<file path="src/rtl/ddr_tx_pkg.sv">
// Shared types and constants for the DDR transmit sequencer.
// The optional parity cycle is enabled by defining DDR_TX_PARITY_EN.
package ddr_tx_pkg;

    typedef enum logic [2:0] {
        ST_IDLE     = 3'd0,
        ST_PREAMBLE = 3'd1,
        ST_SHIFT    = 3'd2,
        ST_PARITY   = 3'd3,
        ST_GAP      = 3'd4
    } state_e;

    localparam logic PREAMBLE_D0 = 1'b1;
    localparam logic PREAMBLE_D1 = 1'b0;

    // Counter must hold the longest state length; at least one bit wide.
    function automatic int cnt_width(input int pre_len, input int shift_len, input int gap_len);
        int m;
        m = pre_len;
        if (shift_len > m) begin
            m = shift_len;
        end
        if (gap_len > m) begin
            m = gap_len;
        end
        return (m < 1) ? 1 : $clog2(m + 1);
    endfunction

endpackage

</file>
<file path="src/rtl/ddr_tx_sequencer.sv">
// Single-lane DDR transmit sequencer: preamble, word MSB-first two bits per clock, gap.
// Define DDR_TX_PARITY_EN to append a parity cycle after the data bits.
module ddr_tx_sequencer
    import ddr_tx_pkg::*;
#(
    parameter int   DATA_WIDTH      = 16,
    parameter int   PREAMBLE_CYCLES = 2,
    parameter int   GAP_CYCLES      = 1,
    parameter logic IDLE_LEVEL      = 1'b0
) (
    input  logic                  clk,
    input  logic                  reset,
    input  logic [DATA_WIDTH-1:0] in_data,
    input  logic                  in_valid,
    output logic                  in_ready,
    output logic                  ddr_d0,
    output logic                  ddr_d1,
    output logic                  ddr_ce,
    output logic                  clk_d0,
    output logic                  clk_d1,
    output logic                  frame,
    output logic                  busy
);

    localparam int SHIFT_CYCLES = DATA_WIDTH / 2;
    localparam int CW = cnt_width(PREAMBLE_CYCLES, SHIFT_CYCLES, GAP_CYCLES);
    localparam logic [CW-1:0] PRE_LOAD   = CW'((PREAMBLE_CYCLES > 0) ? PREAMBLE_CYCLES - 1 : 0);
    localparam logic [CW-1:0] SHIFT_LOAD = CW'(SHIFT_CYCLES - 1);
    localparam logic [CW-1:0] GAP_LOAD   = CW'((GAP_CYCLES > 0) ? GAP_CYCLES - 1 : 0);

    state_e                state_q, state_d;
    logic [CW-1:0]         cnt_q, cnt_d;
    logic [DATA_WIDTH-1:0] sr_q, sr_d;
`ifdef DDR_TX_PARITY_EN
    logic                  par_q, par_d;
`endif
    logic in_ready_q, in_ready_d;
    logic ddr_d0_q, ddr_d0_d;
    logic ddr_d1_q, ddr_d1_d;
    logic ddr_ce_q, ddr_ce_d;
    logic clk_d0_q, clk_d0_d;
    logic clk_d1_q, clk_d1_d;
    logic frame_q, frame_d;
    logic busy_q, busy_d;

    logic          accept_s;
    state_e        tail_state_s;
    logic [CW-1:0] tail_cnt_s;

    assign accept_s = in_valid && in_ready_q;

    // Next state, counter and data path; the tail is where a frame goes once its bits are out.
    always_comb begin
        state_d = state_q;
        cnt_d   = cnt_q;
        sr_d    = sr_q;
`ifdef DDR_TX_PARITY_EN
        par_d   = par_q;
`endif
        if (GAP_CYCLES > 0) begin
            tail_state_s = ST_GAP;
            tail_cnt_s   = GAP_LOAD;
        end else begin
            tail_state_s = ST_IDLE;
            tail_cnt_s   = {CW{1'b0}};
        end

        case (state_q)
            ST_IDLE: begin
                if (accept_s) begin
                    sr_d = in_data;
`ifdef DDR_TX_PARITY_EN
                    par_d = ^in_data;
`endif
                    if (PREAMBLE_CYCLES > 0) begin
                        state_d = ST_PREAMBLE;
                        cnt_d   = PRE_LOAD;
                    end else begin
                        state_d = ST_SHIFT;
                        cnt_d   = SHIFT_LOAD;
                    end
                end else begin
                    state_d = ST_IDLE;
                end
            end
            ST_PREAMBLE: begin
                if (cnt_q == {CW{1'b0}}) begin
                    state_d = ST_SHIFT;
                    cnt_d   = SHIFT_LOAD;
                end else begin
                    cnt_d = cnt_q - CW'(1'b1);
                end
            end
            ST_SHIFT: begin
                sr_d = sr_q << 2;
                if (cnt_q == {CW{1'b0}}) begin
`ifdef DDR_TX_PARITY_EN
                    state_d = ST_PARITY;
                    cnt_d   = {CW{1'b0}};
`else
                    state_d = tail_state_s;
                    cnt_d   = tail_cnt_s;
`endif
                end else begin
                    cnt_d = cnt_q - CW'(1'b1);
                end
            end
`ifdef DDR_TX_PARITY_EN
            ST_PARITY: begin
                state_d = tail_state_s;
                cnt_d   = tail_cnt_s;
            end
`endif
            ST_GAP: begin
                if (cnt_q == {CW{1'b0}}) begin
                    state_d = ST_IDLE;
                end else begin
                    cnt_d = cnt_q - CW'(1'b1);
                end
            end
            default: begin
                state_d = ST_IDLE;
                cnt_d   = {CW{1'b0}};
            end
        endcase
    end

    // Output levels follow the current state and land in flops one cycle later.
    always_comb begin
        ddr_d0_d   = IDLE_LEVEL;
        ddr_d1_d   = IDLE_LEVEL;
        ddr_ce_d   = 1'b1;
        clk_d0_d   = 1'b0;
        clk_d1_d   = 1'b0;
        frame_d    = 1'b0;
        busy_d     = 1'b1;
        in_ready_d = (state_d == ST_IDLE);
        case (state_q)
            ST_IDLE: begin
                busy_d = 1'b0;
            end
            ST_PREAMBLE: begin
                ddr_d0_d = PREAMBLE_D0;
                ddr_d1_d = PREAMBLE_D1;
                clk_d0_d = 1'b1;
            end
            ST_SHIFT: begin
                ddr_d0_d = sr_q[DATA_WIDTH-1];
                ddr_d1_d = sr_q[DATA_WIDTH-2];
                clk_d0_d = 1'b1;
                frame_d  = 1'b1;
            end
`ifdef DDR_TX_PARITY_EN
            ST_PARITY: begin
                ddr_d0_d = par_q;
                ddr_d1_d = ~par_q;
                clk_d0_d = 1'b1;
                frame_d  = 1'b1;
            end
`endif
            ST_GAP: begin
                busy_d = 1'b1;
            end
            default: begin
                busy_d = 1'b0;
            end
        endcase
    end

    // State and output registers; reset drops any in-flight word.
    always_ff @(posedge clk) begin
        if (reset) begin
            state_q    <= ST_IDLE;
            cnt_q      <= {CW{1'b0}};
            sr_q       <= {DATA_WIDTH{1'b0}};
`ifdef DDR_TX_PARITY_EN
            par_q      <= 1'b0;
`endif
            in_ready_q <= 1'b0;
            ddr_d0_q   <= IDLE_LEVEL;
            ddr_d1_q   <= IDLE_LEVEL;
            ddr_ce_q   <= 1'b1;
            clk_d0_q   <= 1'b0;
            clk_d1_q   <= 1'b0;
            frame_q    <= 1'b0;
            busy_q     <= 1'b0;
        end else begin
            state_q    <= state_d;
            cnt_q      <= cnt_d;
            sr_q       <= sr_d;
`ifdef DDR_TX_PARITY_EN
            par_q      <= par_d;
`endif
            in_ready_q <= in_ready_d;
            ddr_d0_q   <= ddr_d0_d;
            ddr_d1_q   <= ddr_d1_d;
            ddr_ce_q   <= ddr_ce_d;
            clk_d0_q   <= clk_d0_d;
            clk_d1_q   <= clk_d1_d;
            frame_q    <= frame_d;
            busy_q     <= busy_d;
        end
    end

    assign in_ready = in_ready_q;
    assign ddr_d0   = ddr_d0_q;
    assign ddr_d1   = ddr_d1_q;
    assign ddr_ce   = ddr_ce_q;
    assign clk_d0   = clk_d0_q;
    assign clk_d1   = clk_d1_q;
    assign frame    = frame_q;
    assign busy     = busy_q;

endmodule

</file>
<file path="config.mk">
export PLATFORM = sky130hd
export DESIGN_NAME = ddr_tx_sequencer
export DESIGN_NICKNAME = d
export VERILOG_FILES = /design/src/rtl/ddr_tx_pkg.sv /design/src/rtl/ddr_tx_sequencer.sv
export SDC_FILE = /design/constraint.sdc
export NUM_CORES = 1
export LEC_CHECK = 0
export BUFFER_PORTS_ARGS = -buffer_cell sky130_fd_sc_hd__buf_2
export CELL_PAD_IN_SITES_DETAIL_PLACEMENT = 1
export CELL_PAD_IN_SITES_GLOBAL_PLACEMENT = 1
export CORE_UTILIZATION = 39
export CTS_CLUSTER_DIAMETER = 100
export CTS_CLUSTER_SIZE = 20
export DETAILED_ROUTE_END_ITERATION = 10
export PLACE_DENSITY = 0.82
export SYNTH_ARGS = -nofsm -noshare
export SYNTH_HDL_FRONTEND = slang
export SYNTH_SLANG_ARGS = --single-unit
export TNS_END_PERCENT = 1
</file>
<file path="constraint.sdc">
create_clock -name clk -period 1.9 [get_ports clk]
set_input_delay 0.38 -clock clk [delete_from_list [all_inputs] [get_ports clk]]
set_output_delay 0.38 -clock clk [all_outputs]
set_load 0.1 [all_outputs]
</file>
==> results.md, run 1 <==
- Outcome: finished, final reports clean
- Worst Max-Slew Pin Slew: 0.587 ns
- Final worst setup slack: 0.193 ns
- HPWL Detailed: 2470 um
- Fill cell total of the finished layout: 453
- Reg2reg start: cnt_q[0]$_SDFFE_PP0P_
- Xor and xnor area share after synthesis: 0.0127
- CTS Buffer Depth: 2
- Async SR Flop Fraction: 0
- Gpl congestion: 0.842
- Routed Antenna Nets: 0
- Synth cell types: 38
- Top-count cell post-synth: dfxtp_1
- Mux cell area share after synthesis: 0.0217
- Post-Synthesis Cells: 170
- Clock Latency Late Sink: 0.33 ns
- Worst EP required: 2.09 ns
- CTS sink cnt: 29
- GRT Resource Usage Total: 0.200
- Place WS: 0.175 ns
- Residual DRC: 0
- Most frequent cells after synthesis: dfxtp_1 (29), a21oi_1 (19), nor2_1 (15)
- Area growth syn-to-layout: 15.5%
- Kind of critical path: reg2reg
- Final hold vios: 0
- Number of synthesized register bits: 29
- Crit path DAT: 1.90 ns
- Main combinational cell family by area after synthesis: simple AND/OR/NAND/NOR gates
- Clk root buf: clkbuf_4
- Area fraction of the dominant cell type after synthesis: 0.420
- Placement row count: 21
- Crit path largest cell delay: 0.40 ns
- Biggest regs: sr_q (16), cnt_q (4), state_q (3)
- Core Box Area: 3360 sq um
- Synth Area in Compound Gates: 0.222
- Overflow after GRT: 0
- Net count after synthesis: 191
- Slew HR: 0.608
- CTS resizes: 0
- Via count: 1272
- CP max FO: 7
- Peak Freq: 0.586 GHz
- H-Tree Depth: 2
- Vias in the first global route: 1174
- CP delay by family, top: simple AND/OR/NAND/NOR gates
- Crit Reg-Reg Endpoint: cnt_q[2]$_SDFFE_PP0P_
- Detailed-router iteration count before antenna repair: 4
- Crit path buffers/inverters: 1
- Area leader, netlist: dfxtp_1
- Pleak: 0.617 nW
- Adder-cell share of the synthesized area: 0.0181
- Via density: 5.32
- Final core utilization: 0.474
- Ratio of cells with drive above 1 in the final layout: 0.228
- Post-Syn Area: 1380 sq um
- FF-to-FF path depth: 6
- Antenna cells: 0
- Crit path cell chain: inv_1 -> ha_1 -> nor3b_2 -> nor3_1 -> o311ai_1 -> a21oi_1
- Min cycle time layout: 1.71 ns
- Top Ports: 27
- Area contributors post-synth: dfxtp_1 (42%), a21oi_1 (6.9%), a22oi_1 (6.5%)
- CTS tree: yes
- Setup violations, final: 0
- Post-route clock period utilization: 0.898
- Worst setup path end: cnt_q[2]$_SDFFE_PP0P_
- CP Launch Point: cnt_q[0]$_SDFFE_PP0P_
- Fin nets: 213
- Slew Limit Fails: 0
- Setup TNS: 0 ns
- Worst-path clk slew: 0.09 ns
- # port buffers: 24
- RSZ-0062 raised after global routing: false
- Max VDD drop: 0.000490 V
- Post CTS Setup Buffer Count: 0
- Max-cap viol count: 0
- Wire per inst: 14.0 um
- Worst min-delay path category: in2reg
- Hold_buf cts: 0
- Reg2reg setup slack: 0.19 ns
- Crit path max-delay cell type: nor3b_2
- Pin count of the biggest net entering global routing: 29
- Yosys warning count: 0
- Ys flop type: dfxtp_1
- Simple-gate area share of the yosys netlist: 0.228
- Mean Syn Cell Area: 8.13 sq um
- Startpoint Class: register
- Die width: 61.5 um
- Layout Skew: 0.00933 ns
- Number of flip-flops in the largest register: 16
- Starting Density: 0.411
- Critical Path Sink Type: register
- Die Height: 61.5 um
- Most flops, register: sr_q
- Sequential element share of the synthesized area: 0.420
- Initial antenna violation count: 0
- TritonCTS buffer count: 5
- Hold slack: 0.308 ns
- PwrDens: 1160 nW/um^2
- First-pass GRT wire length: 5380 um
- Die Area: 3780 sq um
- Iter 0 DRT Violations: 81
- Post-synth EDFFs: 0
- Critical Path Stages: 6
- Post-Route WL: 3350 um
[kinds of logic after synthesis]
logic type | count (synthesis)
other | 2
AO/OA/AOI/OAI | 48
adder cells (fa/ha/maj) | 2
flip-flops | 29
AND/OR/NAND/NOR | 64
XOR/XNOR | 2
buffers and inverters | 20
multiplexers | 3
[per-layer routing]
metal	track usage	vias to the layer above	part of all wire
li1	-	643	-
met1	0.257	604	0.46
met2	0.310	19	0.49
met3	0.0630	6	0.039
met4	0.0794	0	0.016
met5	0	-	0
[report_power, final]
group	total [W]	switching, W	internal [W]
Clock	0.000423	0.000209	0.000214
Combinational	0.000676	0.000461	0.000215
Sequential	0.000757	0.0000670	0.000690
[cell usage in the layout, fill, tap and decap left out, drive strengths merged, types with 3 or more instances in the layout]
cell | netlist | routed
nor2 | 16 | 16
inv | 4 | 4
a22oi | 12 | 12
a21oi | 19 | 19
o21ai | 7 | 7
nor3 | 13 | 13
nand2b | 4 | 4
nand2 | 13 | 13
buf | 11 | 30
mux2i | 3 | 3
clkbuf | 4 | 7
dfxtp | 29 | 29
nand3 | 7 | 7
[per-stage QoR]
step / area [sq um] / instances / power, W
final: 1600 / 239 / 0.00186
after global routing: 1600 / 239 / 0.00199
after CTS: 1600 / 239 / 0.00187
after detailed placement: 1530 / 231 / 0.00144
after global placement: 1530 / 231 / 0.00141
after floorplan: 1380 / 170 / 0.00130
[tightest hold or removal path, cell delays in order]
cell and delay, ns:
buf_2 0.11, nand2_1 0.05, a21oi_1 0.05
[area by class of cell]
| class | count | area (sq um) | share of cell area |
|---|---|---|---|
| Sequential cell | 29 | 582 | 0.365 |
| Timing Repair Buffer | 30 | 165 | 0.104 |
| Inverter | 5 | 18.8 | 0.0118 |
| Multi-Input combinational cell | 121 | 702 | 0.440 |
| Clock buffer | 7 | 65.1 | 0.0408 |
| Tap cell | 46 | 57.6 | 0.0361 |
| Clock inverter | 1 | 5.00 | 0.00314 |
[how the worst min path moves through the flow]
stage                                startpoint               endpoint  slack, ns  cells past startpoint
after CTS                            in_data[0]   sr_q[0]$_SDFFE_PP0P_       0.30                      3
after global placement    sr_q[10]$_SDFFE_PP0P_  sr_q[10]$_SDFFE_PP0P_       0.44                      2
final                                in_data[0]   sr_q[0]$_SDFFE_PP0P_       0.31                      3
after detailed placement   sr_q[6]$_SDFFE_PP0P_   sr_q[6]$_SDFFE_PP0P_       0.46                      2
after floorplan           sr_q[14]$_SDFFE_PP0P_      ddr_d1$_SDFF_PP0_       0.43                      1
after global routing                 in_data[0]   sr_q[0]$_SDFFE_PP0P_       0.30                      3
Power figures use the tool's default switching activity.
==> run 2: changes to the inputs <==
--- a/config.mk
+++ b/config.mk
@@ -12,7 +12,7 @@
 export CTS_CLUSTER_DIAMETER = 100
 export CTS_CLUSTER_SIZE = 20
 export DETAILED_ROUTE_END_ITERATION = 10
-export PLACE_DENSITY = 0.82
+export PLACE_DENSITY_LB_ADDON = 0.2
 export SYNTH_ARGS = -nofsm -noshare
 export SYNTH_HDL_FRONTEND = slang
 export SYNTH_SLANG_ARGS = --single-unit
==> results.md, run 2 (synthesis results as in run 1) <==
- Pleak: 0.599 nW (-2.9%)
- Setup TNS: 0 ns (unchanged)
- Ratio of cells with drive above 1 in the final layout: 0.220 (-0.00808)
- Wire per inst: 14.3 um (+2.0%)
- Peak Freq: 0.578 GHz (-1.3%)
- Kind of critical path: reg2reg
- Fin nets: 211 (-0.94%)
- Vias in the first global route: 1168 (-0.51%)
- GRT Resource Usage Total: 0.200 (+0.000784)
- Via density: 5.35 (+0.45%)
- Placement row count: 21 (unchanged)
- Overflow after GRT: 0 (unchanged)
- Crit Reg-Reg Endpoint: sr_q[12]$_SDFFE_PP0P_
- Reg2reg setup slack: 0.17 ns (-0.02 ns)
- RSZ-0062 raised after global routing: false
- Top Ports: 27 (unchanged)
- Slew HR: 0.582 (-0.0264)
- Reg2reg start: state_q[1]$_SDFF_PP0_
- Clock Latency Late Sink: 0.34 ns (about the same)
- Seq. cell area: 582 sq um (unchanged)
- Routed Antenna Nets: 0 (unchanged)
- Worst setup path end: sr_q[12]$_SDFFE_PP0P_
- Multi-input logic area: 708 sq um (+0.89%)
- Setup violations, final: 0 (unchanged)
- Critical Path Sink Type: register
- Switching share of power: 0.421 (+0.0243)
- Number of flip-flops in the largest register: 16 (unchanged)
- PwrDens: 1150 nW/um^2 (-1.0%)
- Power share of the combinational group: 0.379 (+0.015)
- HPWL Detailed: 2400 um (-2.8%)
- Worst-path clk slew: 0.10 ns (about the same)
- Startpoint Class: register
- Detailed-router iteration count before antenna repair: 4 (unchanged)
- Switching power total: 0.000763 W (+3.5%)
- Initial antenna violation count: 0 (unchanged)
- Crit path DAT: 1.99 ns (+0.09 ns)
- Area growth syn-to-layout: 13.8%
- Post-route clock period utilization: 0.911 (+0.0123)
- Layout Skew: 0.0117 ns (+0.00241 ns)
- Flop pwr share: 0.418 (+0.010)
- Most flops, register: sr_q
- Placed cell area: 1510 sq um (-0.98%)
- FF-to-FF path depth: 4 (-2)
- Hold Path Stages: 3 (unchanged)
- Residual DRC: 0 (unchanged)
- Most frequent cells in the layout: dfxtp_1 (28), buf_2 (24), a21oi_1 (19)
- Worst min-delay path category: in2reg
- Outcome: finished, final reports clean
- Min cycle time layout: 1.73 ns (+0.0233 ns)
- Gpl congestion: 0.858 (+1.9%)
- Worst Max-Slew Pin Slew: 0.626 ns (+0.0390 ns)
- Internal Power: 0.00105 W (-6.4%)
- Fin area: 1570 sq um (-1.5%)
- Worst EP required: 2.16 ns (+0.07 ns)
- Die width: 61.5 um (unchanged)
- Antenna cells: 0 (unchanged)
- CTS Buffer Depth: 2 (unchanged)
- First-pass GRT wire length: 5310 um (-1.2%)
- TritonCTS buffer count: 5 (unchanged)
- Max VDD drop: 0.000457 V (-6.7%)
- Pin count of the biggest net entering global routing: 29 (unchanged)
- # port buffers: 24 (unchanged)
- CP max FO: 15 (+8)
- CTS tree: yes
- Final hold vios: 0 (unchanged)
- Biggest regs: sr_q (16), cnt_q (4), state_q (3)
- Iter 0 DRT Violations: 59 (-27%)
- Clk pwr share: 0.203 (-0.025)
- CP Launch Point: state_q[1]$_SDFF_PP0_
- Post-Route WL: 3390 um (+1.1%)
- Starting Density: 0.411 (unchanged)
- Die Area: 3780 sq um (unchanged)
- Fill cell total of the finished layout: 449 (-0.88%)
- Core Box Area: 3360 sq um (unchanged)
- Die Height: 61.5 um (unchanged)
- Via count: 1267 (-0.39%)
- H-Tree Depth: 2 (unchanged)
- CTS sink cnt: 29 (unchanged)
- Max-cap viol count: 0 (unchanged)
- Most common library cell in the layout ignoring fill and taps: dfxtp_1
- Clk root buf: clkbuf_4
- Slew Limit Fails: 0 (unchanged)
[run 2: changes by cell type in the layout (fill, tap and decap cells not counted), sizes merged]
cell | before | now
clkinvlp | 0 | 1
buf | 30 | 28
clkinv | 2 | 3
clkbuf | 7 | 5
[run 2: per-stage QoR]
stage / hold slack, ns / power, W / instances / worst slack (ns) / utilization
2_1_floorplan: 0.431 / 0.00130 / 170 / 0.295 / -
3_3_place_gp: 0.444 / 0.00141 / 229 / 0.240 / 0.449
3_5_place_dp: 0.451 / 0.00144 / 229 / 0.173 / 0.449
4_1_cts: 0.280 / 0.00181 / 237 / 0.170 / 0.465
5_1_grt: 0.277 / 0.00194 / 237 / 0.0247 / 0.467
6_report: 0.282 / 0.00181 / 237 / 0.170 / 0.467
[run 2: what timing repair did]
item,in CTS,in global routing
endpoints found under the setup margin,0,1
resized for setup,0,1
buffers inserted,0,0
hold buffers,0,0
[run 2: area by class of cell]
| class | instances | area share |
|---|---|---|
| tap | 46 | 0.0366 |
| inverter | 5 | 0.0119 |
| multi-input combinational | 121 | 0.451 |
| clock inverter | 3 | 0.0111 |
| clock buffer | 5 | 0.0239 |
| timing repair buffer | 28 | 0.0955 |
| sequential | 29 | 0.370 |
[run 2: how the worst min path moves through the flow]
stage,start,endpoint
after global routing,in_data[0],sr_q[0]$_SDFFE_PP0P_
after CTS,in_data[0],sr_q[0]$_SDFFE_PP0P_
after detailed placement,sr_q[9]$_SDFFE_PP0P_,sr_q[9]$_SDFFE_PP0P_
final,in_data[0],sr_q[0]$_SDFFE_PP0P_
after floorplan,sr_q[14]$_SDFFE_PP0P_,ddr_d1$_SDFF_PP0_
after global placement,sr_q[6]$_SDFFE_PP0P_,sr_q[6]$_SDFFE_PP0P_
[run 2: routing by layer]
metal | track usage | up-vias | share of wire | wire (um)
met4 | 0.0857 | 0 | 0.016 | 55
li1 | - | 640 | - | -
met3 | 0.0735 | 6 | 0.043 | 145
met5 | 0 | - | 0 | 0
met2 | 0.309 | 27 | 0.48 | 1640
met1 | 0.251 | 594 | 0.46 | 1550
[run 2: critical path, cell delays in order, from the launching register on]
cell,delay (ns)
dfxtp_1,0.51
nand2b_1,0.23
nor2_2,0.54
a22oi_1,0.22
a21oi_1,0.16
[run 2: power groups by stage]
stage | combinational [W] | clock, W | sequential, W
2_1_floorplan | 0.000440 | 0 | 0.000860
3_3_place_gp | 0.000652 | 0 | 0.000761
3_5_place_dp | 0.000675 | 0 | 0.000766
4_1_cts | 0.000678 | 0.000383 | 0.000753
5_1_grt | 0.000751 | 0.000417 | 0.000768
6_report | 0.000687 | 0.000368 | 0.000756
==> run 3: changes to the inputs <==
--- a/config.mk
+++ b/config.mk
@@ -12,6 +12,7 @@
 export CTS_CLUSTER_DIAMETER = 100
 export CTS_CLUSTER_SIZE = 20
 export DETAILED_ROUTE_END_ITERATION = 10
+export GPL_TIMING_DRIVEN = 0
 export PLACE_DENSITY_LB_ADDON = 0.2
 export SYNTH_ARGS = -nofsm -noshare
 export SYNTH_HDL_FRONTEND = slang
==> results.md, run 3 (synthesis results as in run 1) <==
- Final hold vios: 0 (unchanged)
- Detailed-router iteration count before antenna repair: 4 (unchanged)
- Residual DRC: 0 (unchanged)
- Starting Density: 0.411 (unchanged)
- Overflow after GRT: 0 (unchanged)
- Fill cell total of the finished layout: 444 (-1.1%)
- Core Box Area: 3360 sq um (unchanged)
- Clk root buf: clkbuf_4
- Initial antenna violation count: 0 (unchanged)
- Dpl cells: 239 (+4.4%)
- Crit path DAT: 1.92 ns (-0.07 ns)
- Clock Latency Late Sink: 0.33 ns (about the same)
- Crit path cell chain: inv_1 -> ha_1 -> nor3b_2 -> nor3_1 -> o311ai_1 -> a21oi_1
- H-Tree Depth: 2 (unchanged)
- CP delay by family, top: simple AND/OR/NAND/NOR gates
- Via density: 5.46 (+2.2%)
- Ratio of cells with drive above 1 in the final layout: 0.234 (+0.0139)
- Critical Path Sink Type: register
- Die width: 61.5 um (unchanged)
- Top Ports: 27 (unchanged)
- First-pass GRT wire length: 5890 um (+11%)
- Wire per inst: 15.1 um (+5.7%)
- CP max FO: 7 (-8)
- Vias in the first global route: 1266 (+8.4%)
- Seq. cell area: 582 sq um (unchanged)
- CTS sink cnt: 29 (unchanged)
- TritonCTS buffer count: 5 (unchanged)
- GRT Resource Usage Total: 0.219 (+0.0184)
- Kind of critical path: reg2reg
- Fin nets: 221 (+4.7%)
- Most frequent cells in the layout: buf_2 (30), dfxtp_1 (28), a21oi_1 (19)
- Finished Layout Cells: 247 (+4.2%)
- Post-Route WL: 3740 um (+10%)
- CTS Buffer Depth: 2 (unchanged)
- Die Height: 61.5 um (unchanged)
- Slew Limit Fails: 0 (unchanged)
- Startpoint Class: register
- Hold_buf cts: 0 (unchanged)
- Biggest regs: sr_q (16), cnt_q (4), state_q (3)
- Setup TNS: 0 ns (unchanged)
- RSZ-0062 raised after global routing: false
- Worst EP required: 2.11 ns (-0.05 ns)
- Crit path largest cell delay: 0.44 ns (-0.10 ns)
- HPWL Detailed: 2770 um (+16%)
- Pin count of the biggest net entering global routing: 11 (-62%)
- Most flops, register: sr_q
- Min cycle time layout: 1.71 ns (-0.0163 ns)
- Pleak: 0.632 nW (+5.6%)
- Die Area: 3780 sq um (unchanged)
- Max VDD drop: 0.000414 V (-9.4%)
- Crit path max-delay cell type: nor3b_2
- PwrDens: 1140 nW/um^2 (-1.1%)
- Antenna cells: 0 (unchanged)
- Peak Freq: 0.583 GHz (+0.95%)
- Worst min-delay path category: in2reg
- Most common library cell in the layout ignoring fill and taps: buf_2
- Gpl congestion: 0.839 (-2.1%)
- Area growth syn-to-layout: 16.3%
- Placement row count: 21 (unchanged)
- Final core utilization: 0.478 (+0.0104)
- Via count: 1349 (+6.5%)
- # port buffers: 23 (-4.2%)
- Multi-input logic area: 702 sq um (-0.88%)
- Max-cap viol count: 0 (unchanged)
- Outcome: finished, final reports clean
- CTS resizes: 0 (unchanged)
- CTS tree: yes
- Post-route clock period utilization: 0.902 (-0.00857)
- Worst Max-Slew Pin Slew: 0.515 ns (-0.112 ns)
- Crit path buffers/inverters: 1 (+1)
- Worst-path clk slew: 0.10 ns (about the same)
- Layout Skew: 0.00947 ns (-0.00227 ns)
- Slew HR: 0.657 (+0.0749)
- Routed Antenna Nets: 0 (unchanged)
- Post CTS Setup Buffer Count: 0 (unchanged)
- Number of flip-flops in the largest register: 16 (unchanged)
- Setup violations, final: 0 (unchanged)
- Iter 0 DRT Violations: 56 (-5.1%)
[run 3: worst min-delay path, delay by kind of cell]
family | cells | cell delay (ns)
buffers and inverters | 1 | 0.09
AOI/OAI and AO/OA | 1 | 0.05
and+or+nand+nor | 1 | 0.04
[run 3: routing by layer]
layer / GRT usage / share of wire / vias up
li1: - / - / 660
met1: 0.294 / 0.48 / 659
met2: 0.350 / 0.48 / 23
met3: 0.0567 / 0.026 / 7
met4: 0.0540 / 0.013 / 0
met5: 0 / 0 / -
[run 3: cell type report]
class                      count  share of cell area
sequential                    29               0.362
timing repair buffer          23              0.0717
multi-input combinational    121               0.437
buffer                        15              0.0498
clock inverter                 2             0.00623
clock buffer                   6              0.0257
tap                           46              0.0358
inverter                       5              0.0117
[run 3: where the power goes]
part           internal (W)  total, W  leakage (nW)  switching (W)
Clock              0.000141  0.000365        0.0320       0.000224
Sequential         0.000690  0.000742         0.237      0.0000522
Combinational      0.000224  0.000723         0.364       0.000499
Total               0.00105   0.00183         0.632       0.000775
[run 3: path summary, 6_finish.rpt]
| kind | end | startpoint | slack [ns] | depth (start not counted) |
|---|---|---|---|---|
| min | sr_q[0]$_SDFFE_PP0P_ | in_data[0] | 0.29 | 3 |
| min reg2reg | sr_q[9]$_SDFFE_PP0P_ | sr_q[9]$_SDFFE_PP0P_ | 0.46 | 2 |
| max reg2reg | cnt_q[2]$_SDFFE_PP0P_ | cnt_q[0]$_SDFFE_PP0P_ | 0.19 | 6 |
| max | cnt_q[2]$_SDFFE_PP0P_ | cnt_q[0]$_SDFFE_PP0P_ | 0.19 | 6 |
[run 3: metrics by stage]
step,power (W),hold slack [ns],worst slack [ns],area (sq um)
final,0.00183,0.291,0.186,1610
after global routing,0.00194,0.279,0.0175,1610
after CTS,0.00183,0.290,0.176,1610
after detailed placement,0.00147,0.450,0.197,1560
after global placement,0.00144,0.443,0.252,1560
after floorplan,0.00130,0.431,0.295,1380
